==> src/rtl/spi_master_multi.sv <==
// -----------------------------------------------------------------------------
// spi_master_multi
//
// SPI master for a shared spi_clk/mosi/miso bus with up to slaves_g one-hot,
// active-low slave selects. Each transaction latches its own CPOL/CPHA, clock
// divider, target slave and burst length at start, then streams burst_len
// words pulled one at a time from an upstream FIFO. Every word is exchanged
// full duplex and the received word is presented on dout.
//
// Optional build macro:
//   SPI_LSB_FIRST_EN - adds input lsb_first, latched at start. When it is 1,
//                      mosi is shifted and dout assembled LSB first. Without
//                      the macro the port is absent and order is MSB first.
//
// Ports:
//   clk             system clock
//   rst             synchronous, active-low reset
//   start           begin a transaction (sampled only while idle)
//   spi_slave_addr  index of the slave to select
//   cpol, cpha      SPI mode for this transaction
//   clk_div         spi_clk half period minus one, in clk cycles
//   burst_len       number of words in the burst (0 is rejected)
//   fifo_req_data   one-cycle read request to the upstream FIFO
//   fifo_din        word returned by the FIFO
//   fifo_din_valid  fifo_din valid (any latency after the request)
//   fifo_empty      FIFO has no data
//   busy            high from accepted start until back in idle
//   dout            last received word
//   dout_valid      one-cycle pulse per received word
//   done            one-cycle pulse at normal burst completion
//   err             one-cycle pulse on rejected start or FIFO underrun
//   spi_clk         SPI clock
//   spi_mosi        SPI data out
//   spi_miso        SPI data in
//   spi_ss          active-low slave selects, at most one low
// -----------------------------------------------------------------------------
module spi_master_multi #(
   parameter int data_width_g  = 8,
   parameter int slaves_g      = 4,
   parameter int addr_width_g  = 2,
   parameter int div_width_g   = 8,
   parameter int burst_width_g = 8
) (
   input  logic                     clk,
   input  logic                     rst,
   input  logic                     start,
   input  logic [addr_width_g-1:0]  spi_slave_addr,
   input  logic                     cpol,
   input  logic                     cpha,
   input  logic [div_width_g-1:0]   clk_div,
   input  logic [burst_width_g-1:0] burst_len,
`ifdef SPI_LSB_FIRST_EN
   input  logic                     lsb_first,
`endif
   output logic                     fifo_req_data,
   input  logic [data_width_g-1:0]  fifo_din,
   input  logic                     fifo_din_valid,
   input  logic                     fifo_empty,
   output logic                     busy,
   output logic [data_width_g-1:0]  dout,
   output logic                     dout_valid,
   output logic                     done,
   output logic                     err,
   output logic                     spi_clk,
   output logic                     spi_mosi,
   input  logic                     spi_miso,
   output logic [slaves_g-1:0]      spi_ss
);

   localparam int edge_w_c = $clog2(2 * data_width_g);
   localparam logic [edge_w_c-1:0]     last_edge_c = edge_w_c'(2 * data_width_g - 1);
   localparam logic [addr_width_g:0]   slaves_c    = (addr_width_g + 1)'(slaves_g);

   typedef enum logic [2:0] {
      ST_IDLE, ST_REQ, ST_WAIT, ST_SETUP, ST_XFER, ST_NEXT, ST_HOLD
   } state_t;

   state_t                   state_reg, state_next;
   logic [div_width_g-1:0]   div_reg, div_next;
   logic [div_width_g-1:0]   clk_div_reg, clk_div_next;
   logic [edge_w_c-1:0]      edge_reg, edge_next;
   logic [burst_width_g-1:0] count_reg, count_next;
   logic [data_width_g-1:0]  tx_reg, tx_next;
   logic [data_width_g-1:0]  rx_reg, rx_next;
   logic [data_width_g-1:0]  dout_reg, dout_next;
   logic [addr_width_g-1:0]  addr_reg, addr_next;
   logic                     cpol_reg, cpol_next;
   logic                     cpha_reg, cpha_next;
   logic                     first_reg, first_next;
   logic                     ss_active_reg, ss_active_next;
   logic                     hold_phase_reg, hold_phase_next;
   logic                     underrun_reg, underrun_next;
   logic                     spi_clk_reg, spi_clk_next;
   logic                     mosi_reg, mosi_next;
   logic                     busy_reg, busy_next;
   logic                     req_reg, req_next;
   logic                     dout_valid_reg, dout_valid_next;
   logic                     done_reg, done_next;
   logic                     err_reg, err_next;
   logic                     div_restart;

`ifdef SPI_LSB_FIRST_EN
   logic                     lsb_reg, lsb_next;
`else
   logic                     lsb_reg;
   assign lsb_reg = 1'b0;
`endif

   // Datapath helpers, all derived from registered state.
   logic                    tick;
   logic                    sample_edge;
   logic                    last_edge;
   logic                    addr_bad;
   logic                    tx_bit;
   logic                    din_bit;
   logic [data_width_g-1:0] tx_shift;
   logic [data_width_g-1:0] din_shift;
   logic [data_width_g-1:0] rx_shift;

   assign tick        = (div_reg == clk_div_reg);
   // Even edge counts are leading edges; cpha=0 samples on leading,
   // cpha=1 samples on trailing, the other edge of each pair shifts mosi.
   assign sample_edge = (~edge_reg[0]) ^ cpha_reg;
   assign last_edge   = (edge_reg == last_edge_c);
   assign addr_bad    = ({1'b0, spi_slave_addr} >= slaves_c);
   assign tx_bit      = lsb_reg ? tx_reg[0] : tx_reg[data_width_g-1];
   assign tx_shift    = lsb_reg ? (tx_reg >> 1) : (tx_reg << 1);
   assign din_bit     = lsb_reg ? fifo_din[0] : fifo_din[data_width_g-1];
   assign din_shift   = lsb_reg ? (fifo_din >> 1) : (fifo_din << 1);
   assign rx_shift    = lsb_reg ? {spi_miso, rx_reg[data_width_g-1:1]}
                                : {rx_reg[data_width_g-2:0], spi_miso};

   // -------------------------------------------------------------------------
   // Next-state and output logic
   // -------------------------------------------------------------------------
   always_comb begin
      state_next      = state_reg;
      clk_div_next    = clk_div_reg;
      edge_next       = edge_reg;
      count_next      = count_reg;
      tx_next         = tx_reg;
      rx_next         = rx_reg;
      dout_next       = dout_reg;
      addr_next       = addr_reg;
      cpol_next       = cpol_reg;
      cpha_next       = cpha_reg;
      first_next      = first_reg;
      ss_active_next  = ss_active_reg;
      hold_phase_next = hold_phase_reg;
      underrun_next   = underrun_reg;
      spi_clk_next    = spi_clk_reg;
      mosi_next       = mosi_reg;
      busy_next       = busy_reg;
      req_next        = 1'b0;
      dout_valid_next = 1'b0;
      done_next       = 1'b0;
      err_next        = 1'b0;
      div_restart     = 1'b0;
`ifdef SPI_LSB_FIRST_EN
      lsb_next        = lsb_reg;
`endif

      case (state_reg)
         ST_IDLE: begin
            spi_clk_next = cpol_reg;
            if (start) begin
               if ((burst_len == '0) || addr_bad || fifo_empty) begin
                  err_next = 1'b1;
               end else begin
                  cpol_next       = cpol;
                  cpha_next       = cpha;
                  spi_clk_next    = cpol;
                  clk_div_next    = clk_div;
                  count_next      = burst_len;
                  addr_next       = spi_slave_addr;
`ifdef SPI_LSB_FIRST_EN
                  lsb_next        = lsb_first;
`endif
                  first_next      = 1'b1;
                  underrun_next   = 1'b0;
                  hold_phase_next = 1'b0;
                  busy_next       = 1'b1;
                  req_next        = 1'b1;
                  state_next      = ST_REQ;
               end
            end
         end

         // fifo_req_data is registered, so it is high for exactly this cycle.
         ST_REQ: state_next = ST_WAIT;

         ST_WAIT: begin
            if (fifo_din_valid) begin
               edge_next = '0;
               if (!cpha_reg) begin
                  // cpha=0: first bit must be on mosi before the first edge.
                  mosi_next = din_bit;
                  tx_next   = din_shift;
               end else begin
                  tx_next   = fifo_din;
               end
               if (first_reg) begin
                  first_next     = 1'b0;
                  ss_active_next = 1'b1;
                  state_next     = ST_SETUP;
               end else begin
                  state_next     = ST_XFER;
               end
            end
         end

         ST_SETUP: begin
            if (tick) state_next = ST_XFER;
         end

         ST_XFER: begin
            if (tick) begin
               spi_clk_next = ~spi_clk_reg;
               edge_next    = edge_reg + 1'b1;
               if (sample_edge) begin
                  rx_next = rx_shift;
               end else if (!last_edge) begin
                  // The final cpha=0 trailing edge has nothing left to send,
                  // so mosi keeps the last bit instead of shifting in filler.
                  mosi_next = tx_bit;
                  tx_next   = tx_shift;
               end
               if (last_edge) begin
                  dout_next       = rx_next;
                  dout_valid_next = 1'b1;
                  count_next      = count_reg - 1'b1;
                  state_next      = ST_NEXT;
               end
            end
         end

         ST_NEXT: begin
            if (count_reg == '0) begin
               state_next = ST_HOLD;
            end else if (fifo_empty) begin
               err_next      = 1'b1;
               underrun_next = 1'b1;
               state_next    = ST_HOLD;
            end else begin
               req_next   = 1'b1;
               state_next = ST_REQ;
            end
         end

         ST_HOLD: begin
            // Phase 0: select still low for H cycles.
            // Phase 1: select released, kept high H cycles before idle so
            // back-to-back transactions always see a deselect gap.
            if (tick) begin
               if (!hold_phase_reg) begin
                  ss_active_next  = 1'b0;
                  hold_phase_next = 1'b1;
                  div_restart     = 1'b1;
               end else begin
                  hold_phase_next = 1'b0;
                  done_next       = ~underrun_reg;
                  busy_next       = 1'b0;
                  state_next      = ST_IDLE;
               end
            end
         end

         default: state_next = ST_IDLE;
      endcase

      // Divider restarts on every state entry and after every tick.
      if ((state_next != state_reg) || div_restart || tick) begin
         div_next = '0;
      end else begin
         div_next = div_reg + 1'b1;
      end
   end

   // -------------------------------------------------------------------------
   // State register
   // -------------------------------------------------------------------------
   always_ff @(posedge clk) begin
      if (!rst) begin
         state_reg      <= ST_IDLE;
         div_reg        <= '0;
         clk_div_reg    <= '0;
         edge_reg       <= '0;
         count_reg      <= '0;
         tx_reg         <= '0;
         rx_reg         <= '0;
         dout_reg       <= '0;
         addr_reg       <= '0;
         cpol_reg       <= 1'b0;
         cpha_reg       <= 1'b0;
         first_reg      <= 1'b0;
         ss_active_reg  <= 1'b0;
         hold_phase_reg <= 1'b0;
         underrun_reg   <= 1'b0;
         spi_clk_reg    <= 1'b0;
         mosi_reg       <= 1'b0;
         busy_reg       <= 1'b0;
         req_reg        <= 1'b0;
         dout_valid_reg <= 1'b0;
         done_reg       <= 1'b0;
         err_reg        <= 1'b0;
`ifdef SPI_LSB_FIRST_EN
         lsb_reg        <= 1'b0;
`endif
      end else begin
         state_reg      <= state_next;
         div_reg        <= div_next;
         clk_div_reg    <= clk_div_next;
         edge_reg       <= edge_next;
         count_reg      <= count_next;
         tx_reg         <= tx_next;
         rx_reg         <= rx_next;
         dout_reg       <= dout_next;
         addr_reg       <= addr_next;
         cpol_reg       <= cpol_next;
         cpha_reg       <= cpha_next;
         first_reg      <= first_next;
         ss_active_reg  <= ss_active_next;
         hold_phase_reg <= hold_phase_next;
         underrun_reg   <= underrun_next;
         spi_clk_reg    <= spi_clk_next;
         mosi_reg       <= mosi_next;
         busy_reg       <= busy_next;
         req_reg        <= req_next;
         dout_valid_reg <= dout_valid_next;
         done_reg       <= done_next;
         err_reg        <= err_next;
`ifdef SPI_LSB_FIRST_EN
         lsb_reg        <= lsb_next;
`endif
      end
   end

   // One-hot active-low select decode from the latched address.
   generate
      for (genvar gi = 0; gi < slaves_g; gi++) begin : g_ss
         assign spi_ss[gi] = ~(ss_active_reg && (addr_reg == addr_width_g'(gi)));
      end
   endgenerate

   assign fifo_req_data = req_reg;
   assign busy          = busy_reg;
   assign dout          = dout_reg;
   assign dout_valid    = dout_valid_reg;
   assign done          = done_reg;
   assign err           = err_reg;
   assign spi_clk       = spi_clk_reg;
   assign spi_mosi      = mosi_reg;

endmodule

==> config.mk <==
export PLATFORM = sky130hd
export DESIGN_NAME = spi_master_multi
export DESIGN_NICKNAME = d
export VERILOG_FILES = /design/src/rtl/spi_master_multi.sv
export SDC_FILE = /design/constraint.sdc
export NUM_CORES = 1
export LEC_CHECK = 0
export ABC_AREA = 1
export CORE_ASPECT_RATIO = 0.6
export CORE_UTILIZATION = 30
export DETAILED_ROUTE_END_ITERATION = 10
export GPL_TIMING_DRIVEN = 0
export SYNTH_ARGS = -nofsm -noshare
export SYNTH_HDL_FRONTEND = slang
export SYNTH_SLANG_ARGS = --single-unit
==> constraint.sdc <==
create_clock -name clk -period 4.1 [get_ports clk]
set_input_delay 0.82 -clock clk [delete_from_list [all_inputs] [get_ports clk]]
set_output_delay 0.82 -clock clk [all_outputs]
set_load 0.01 [all_outputs]
# After elaboration in Yosys (flattened, before gate mapping)
# Cells that the tools add are included.
# word_totals
reg_bits,70
out_inout_bits,19
inputBits,34
wordCells,164
# op_classes
n_mux,70
reduce_logical,33
n_addsub,3
eq_ne,26
n_bitwise,10
# ops
cell,n
two-way mux 8 bit,10
two-way mux 1 bit,34
two-way mux 3 bit,11
case mux 8 bit (2 select lines),2
!= test 2 bit (second input constant),14
AND reduction 5 bit,5
case mux 3 bit (7 select lines),1
case mux 1 bit (2 select lines),9
zero test 8 bit,2
AND reduction 3 bit,4
AND reduction 4 bit,3
nonzero test 2 bit,6
== test 3 bit (second input constant),3
NOT 1 bit,9
adder 8 x 1 -> 8 bit (second input constant),1
== test 8 bit,1
two-way mux 4 bit,2
case mux 4 bit (2 select lines),1
subtractor 8 x 1 -> 8 bit (second input constant),1
== test 3 x 2 -> 1 bit (second input constant),2
AND reduction 6 bit,1
adder 4 x 1 -> 4 bit (second input constant),1
== test 2 bit (second input constant),2
== test 4 bit (second input constant),1
10 further kinds,16

# Longest topological paths before layout
# depth
depth_word,9
ltp_mapped,14
depth_no_buf,14

# Least setup slack after synthesis
# OpenSTA, ideal clock, no wires.
# synth_timing
path_type,input -> register
startpoint,input port burst_len[3]
endpoint,register div_reg[0]
setup_time_ns,0.065
arrival_time_ns,1.776
t_required_ns,4.035
path_buffers,0
stages,11
setup_slack_ns,2.259
path_cell_list,nor2_1 -> nand4_1 -> nand3_2 -> nand2_1 -> clkinv_1 -> nand4_2 -> nand2_1 -> nand2_1 -> nor2_1 -> nand2_2 -> nor2_1
# synth_via
elab_chain_len,9
# synth_rtl
element,line_no,text
"start, declared",51,"input logic [burst_width_g-1:0] burst_len,"
zero test 8 bit,167,if ((burst_len == '0) || addr_bad || fifo_empty) begin
logical OR 1 bit,167,
two-way mux 3 bit,167,
two-way mux 3 bit,166,if (start) begin
case mux 3 bit (7 select lines),163,case (state_reg)
!= test 3 bit,272,if ((state_next != state_reg) || div_restart || tick) begin
logical OR 1 bit (2 in a row),272,
OR reduction 2 bit (no source line),--,
"end signal, assigned",311,div_reg <= div_next;
"end, declared",79,"logic [div_width_g-1:0] div_reg, div_next;"
# Every way passes these cells.
# A chain may end at the register's enable or synchronous reset.

# Final worst setup path
# layout_timing
startpoint,input port burst_len[1]
endpoint,register clk_div_reg[2]
# layout_via
elab_chain_len,4
# layout_rtl
element,line_no,text
zero test 8 bit,167,
logical OR 1 bit,167,
NOT 1 bit (no source line),--,
AND reduction 3 bit (no source line),--,
"end signal, assigned",312,clk_div_reg <= clk_div_next;
"end, declared",80,"logic [div_width_g-1:0] clk_div_reg, clk_div_next;"
# Every way passes these cells.

==> impl_results.rst <==
.. list-table::
   :header-rows: 1

   * - Metric
     - Value
   * - Least-Margin Pin Slew
     - 0.668 ns
   * - CTS H-Tree Depth
     - 3
   * - Total nets after synthesis
     - 528
   * - Dominant cell by count in the synthesized netlist
     - sky130_fd_sc_hd__nand2_1
   * - Hold-fix buffer count after cts
     - 0
   * - CP peak stage delay
     - 0.44 ns
   * - Cell Pwr Density
     - 383 mW/mm2
   * - Die H
     - 85.7 um
   * - Leading register cell type out of synthesis
     - sky130_fd_sc_hd__dfxtp_1
   * - Clock latency reported for the late side of the worst-skew pair
     - 0.34 ns
   * - Buffers inserted during post-CTS setup optimization
     - 0
   * - Count of standard-cell rows
     - 30
   * - Most common cell type on the critical path
     - sky130_fd_sc_hd__buf_2
   * - DRT iter0 DRCs
     - 201
   * - Fmax
     - 398 MHz
   * - Area enclosed by the die boundary
     - 0.0121 mm2
   * - Horizontal die dimension
     - 142 um
   * - Layout-stage area growth over the synthesis result
     - 28.3%
   * - Post-cts gate resize count
     - 0
   * - PortBufs
     - 52
   * - Number of inserted filler cells in the final layout
     - 1189
   * - CTS Buf Count
     - 9
   * - Synth cell count leaders
     - 89 x sky130_fd_sc_hd__nand2_1, 70 x sky130_fd_sc_hd__dfxtp_1, 64 x sky130_fd_sc_hd__nor2_1
   * - Number of storage elements in the synthesis netlist
     - 70
   * - Final RePlAce weighted congestion
     - 0.896
   * - Cell with the biggest individual delay on the critical path
     - sky130_fd_sc_hd__clkdlybuf4s50_1
   * - Startpoint kind of the worst setup timing path
     - primary input
   * - Final routed wire length divided by cell count
     - 12.9 um
   * - Layout net count
     - 591
   * - Placed Cells
     - 703
   * - Total congestion overflow
     - 0
   * - Number of hold-slack violations in the final timing report
     - 0
   * - Post-Route Setup TNS
     - 0 ns
   * - Hold/Removal Path Class
     - reg2reg
   * - Async S/R FF share, synth
     - 0%
   * - # Max-Cap Violations
     - 0
   * - Finish-stage setup viols
     - 0
   * - Sequential share of the synthesized area
     - 40.0%
   * - Minimum clock period
     - 2.51 ns
   * - Worst clock skew
     - 0.00783 ns
   * - DRC violation count after routing
     - 0
   * - Initial standard-cell utilization of the core
     - 30.9%
   * - Worst VDD drop
     - 0.000198 V
   * - Pins Over Slew Limit
     - 0
   * - Post-Synthesis Cell Area
     - 0.00350 mm2
   * - Type of the setup path with the least slack
     - in2reg
   * - Critical path fanouts, max
     - 10
   * - Top cells by area in the synthesized netlist
     - sky130_fd_sc_hd__dfxtp_1 40%, sky130_fd_sc_hd__nand2_1 9.5%, sky130_fd_sc_hd__nor2_1 6.9%
   * - TritonCTS clock tree
     - yes
   * - Maximum clock path buffer count
     - 2
   * - Via density
     - 4.60
   * - Global-route wire length before repair
     - 15.3 mm
   * - Via count of the first global-routing pass
     - 2993
   * - Ordered list of cells on the worst path
     - clkdlybuf4s50_1, nor2_1, nand4_1, nand3_2, buf_2, buf_2, nand2_1, a21oi_1
   * - Library cell with the largest summed area after synthesis
     - sky130_fd_sc_hd__dfxtp_1
   * - Final period util
     - 61.2%
   * - Average cell area after synthesis
     - 7.14 um2
   * - Run status
     - complete, no violations
   * - Setup repair after global routing missed its margin
     - false
   * - Diodes inserted
     - 0
   * - Routed vias
     - 3307
   * - Data required time at the worst endpoint
     - 4.36 ns
   * - DRT antenna net count
     - 0
   * - Setup crit end kind
     - flip-flop
   * - Library cell used as clock root buffer
     - sky130_fd_sc_hd__clkbuf_16
   * - Area share of the largest cell type after synthesis
     - 40.0%
   * - Number of placed I/O pins
     - 53
   * - Library cells used by synthesis
     - 41
   * - Synthesis Warnings
     - 0
   * - Total leakage power
     - 0.00178 uW
   * - DP Wirelength
     - 6.98 mm
   * - Antenna violations before repair
     - 0
   * - Cells after synthesis
     - 491
   * - Largest net degree at the start of global routing
     - 12
   * - Core footprint
     - 0.0113 mm2
   * - Number of detailed-routing iterations run before antenna repair
     - 5
   * - EDFF count, synth
     - 0
   * - Clock slew at reported path FFs
     - 0.06 ns
   * - Fraction of layout cells with a size suffix above 1
     - 10.2%
   * - Number of standard cells in the layout, taps in and fillers out
     - 719
   * - CTS Sinks
     - 70
   * - Critical Path AT
     - 2.77 ns
   * - Total Routed Length
     - 9.25 mm
   * - Total global routing track utilization
     - 16.5%
   * - Relative slew slack
     - 55.5%
-- path summary, 6_finish.rpt --
path	startpoint	to	slack, ns	depth (start not counted)
max	burst_len[1]	clk_div_reg[2]$_SDFFE_PN0P_	1.59	8
min	underrun_reg$_SDFFE_PN0P_	done$_SDFF_PN0_	0.43	1
max reg2reg	count_reg[0]$_SDFFE_PN0P_	div_reg[6]$_SDFF_PP0_	1.99	13
min reg2reg	underrun_reg$_SDFFE_PN0P_	done$_SDFF_PN0_	0.43	1
-- power breakdown --
part / total [uW] / internal, uW / switching, uW
logic: 271 / 109 / 163
clock network: 718 / 425 / 292
registers: 732 / 710 / 21.9
total: 1720 / 1240 / 477
-- area by class of cell --
| cell class | count | area, um2 | area share, % |
|---|---|---|---|
| multi-input combinational | 338 | 1760 | 39.1 |
| sequential | 70 | 1400 | 31.2 |
| timing repair buffer | 52 | 520 | 11.6 |
| inverter | 66 | 253 | 5.62 |
| clock buffer | 13 | 250 | 5.57 |
| tap | 160 | 200 | 4.45 |
| buffer | 17 | 93.8 | 2.09 |
| clock inverter | 3 | 20.0 | 0.445 |
-- cell families after synthesis --
group	count (synthesis)	share of synthesized area (%)
AND/OR/NAND/NOR	204	26.0
AO/OA/AOI/OAI	117	19.3
buffers and inverters	83	9.89
flip-flops	70	40.0
XOR/XNOR	14	3.71
adder cells (fa/ha/maj)	3	1.07
-- placed cells by master (no fill, tap or decap), drive strengths merged --
cell type,synthesis,layout
or2,1,1
nor2,72,72
dfxtp,70,70
a211oi,7,7
o41ai,1,1
o2111ai,1,1
o31ai,5,5
nand3,23,23
o211ai,2,2
o21ai,54,54
nor3,6,6
clkinvlp,0,2
clkinv,3,4
nand4,3,3
xor2,4,4
clkbuf,6,19
xnor2,10,10
inv,63,63
o211a,2,2
a31oi,7,7
ha,3,3
buf,11,11
a21oi,33,33
nand2,99,99
a221oi,5,5
clkdlybuf4s50,0,52
-- routing by layer --
metal | up-vias | share of wire (%) | GRT usage [%]
met1 | 1466 | 56 | 24.9
li1 | 1736 | - | -
met4 | 0 | 1.1 | 4.99
met2 | 94 | 36 | 21.7
met3 | 11 | 6.5 | 5.14
met5 | - | 0 | 0
-- worst max-delay path: cells and delay by family --
family | cells | cell delay, ns
AOI/OAI and AO/OA | 1 | 0.15
buffers and inverters | 3 | 1.01
and+or+nand+nor | 4 | 0.79
-- metrics by stage --
stage                     setup slack, ns  cell area [um2]  hold WS, ns  power (uW)  util (%)
after global routing                 1.44             4500        0.481        1800      39.7
after global placement               1.31             4230        0.429        1010      37.3
final                                1.59             4500        0.434        1720      39.7
after detailed placement             1.29             4230        0.420        1010      37.3
after floorplan                      2.26             3500        0.400         922         -
after CTS                            1.61             4500        0.432        1730      39.7
No activity file was read; power rests on OpenSTA's default activity.
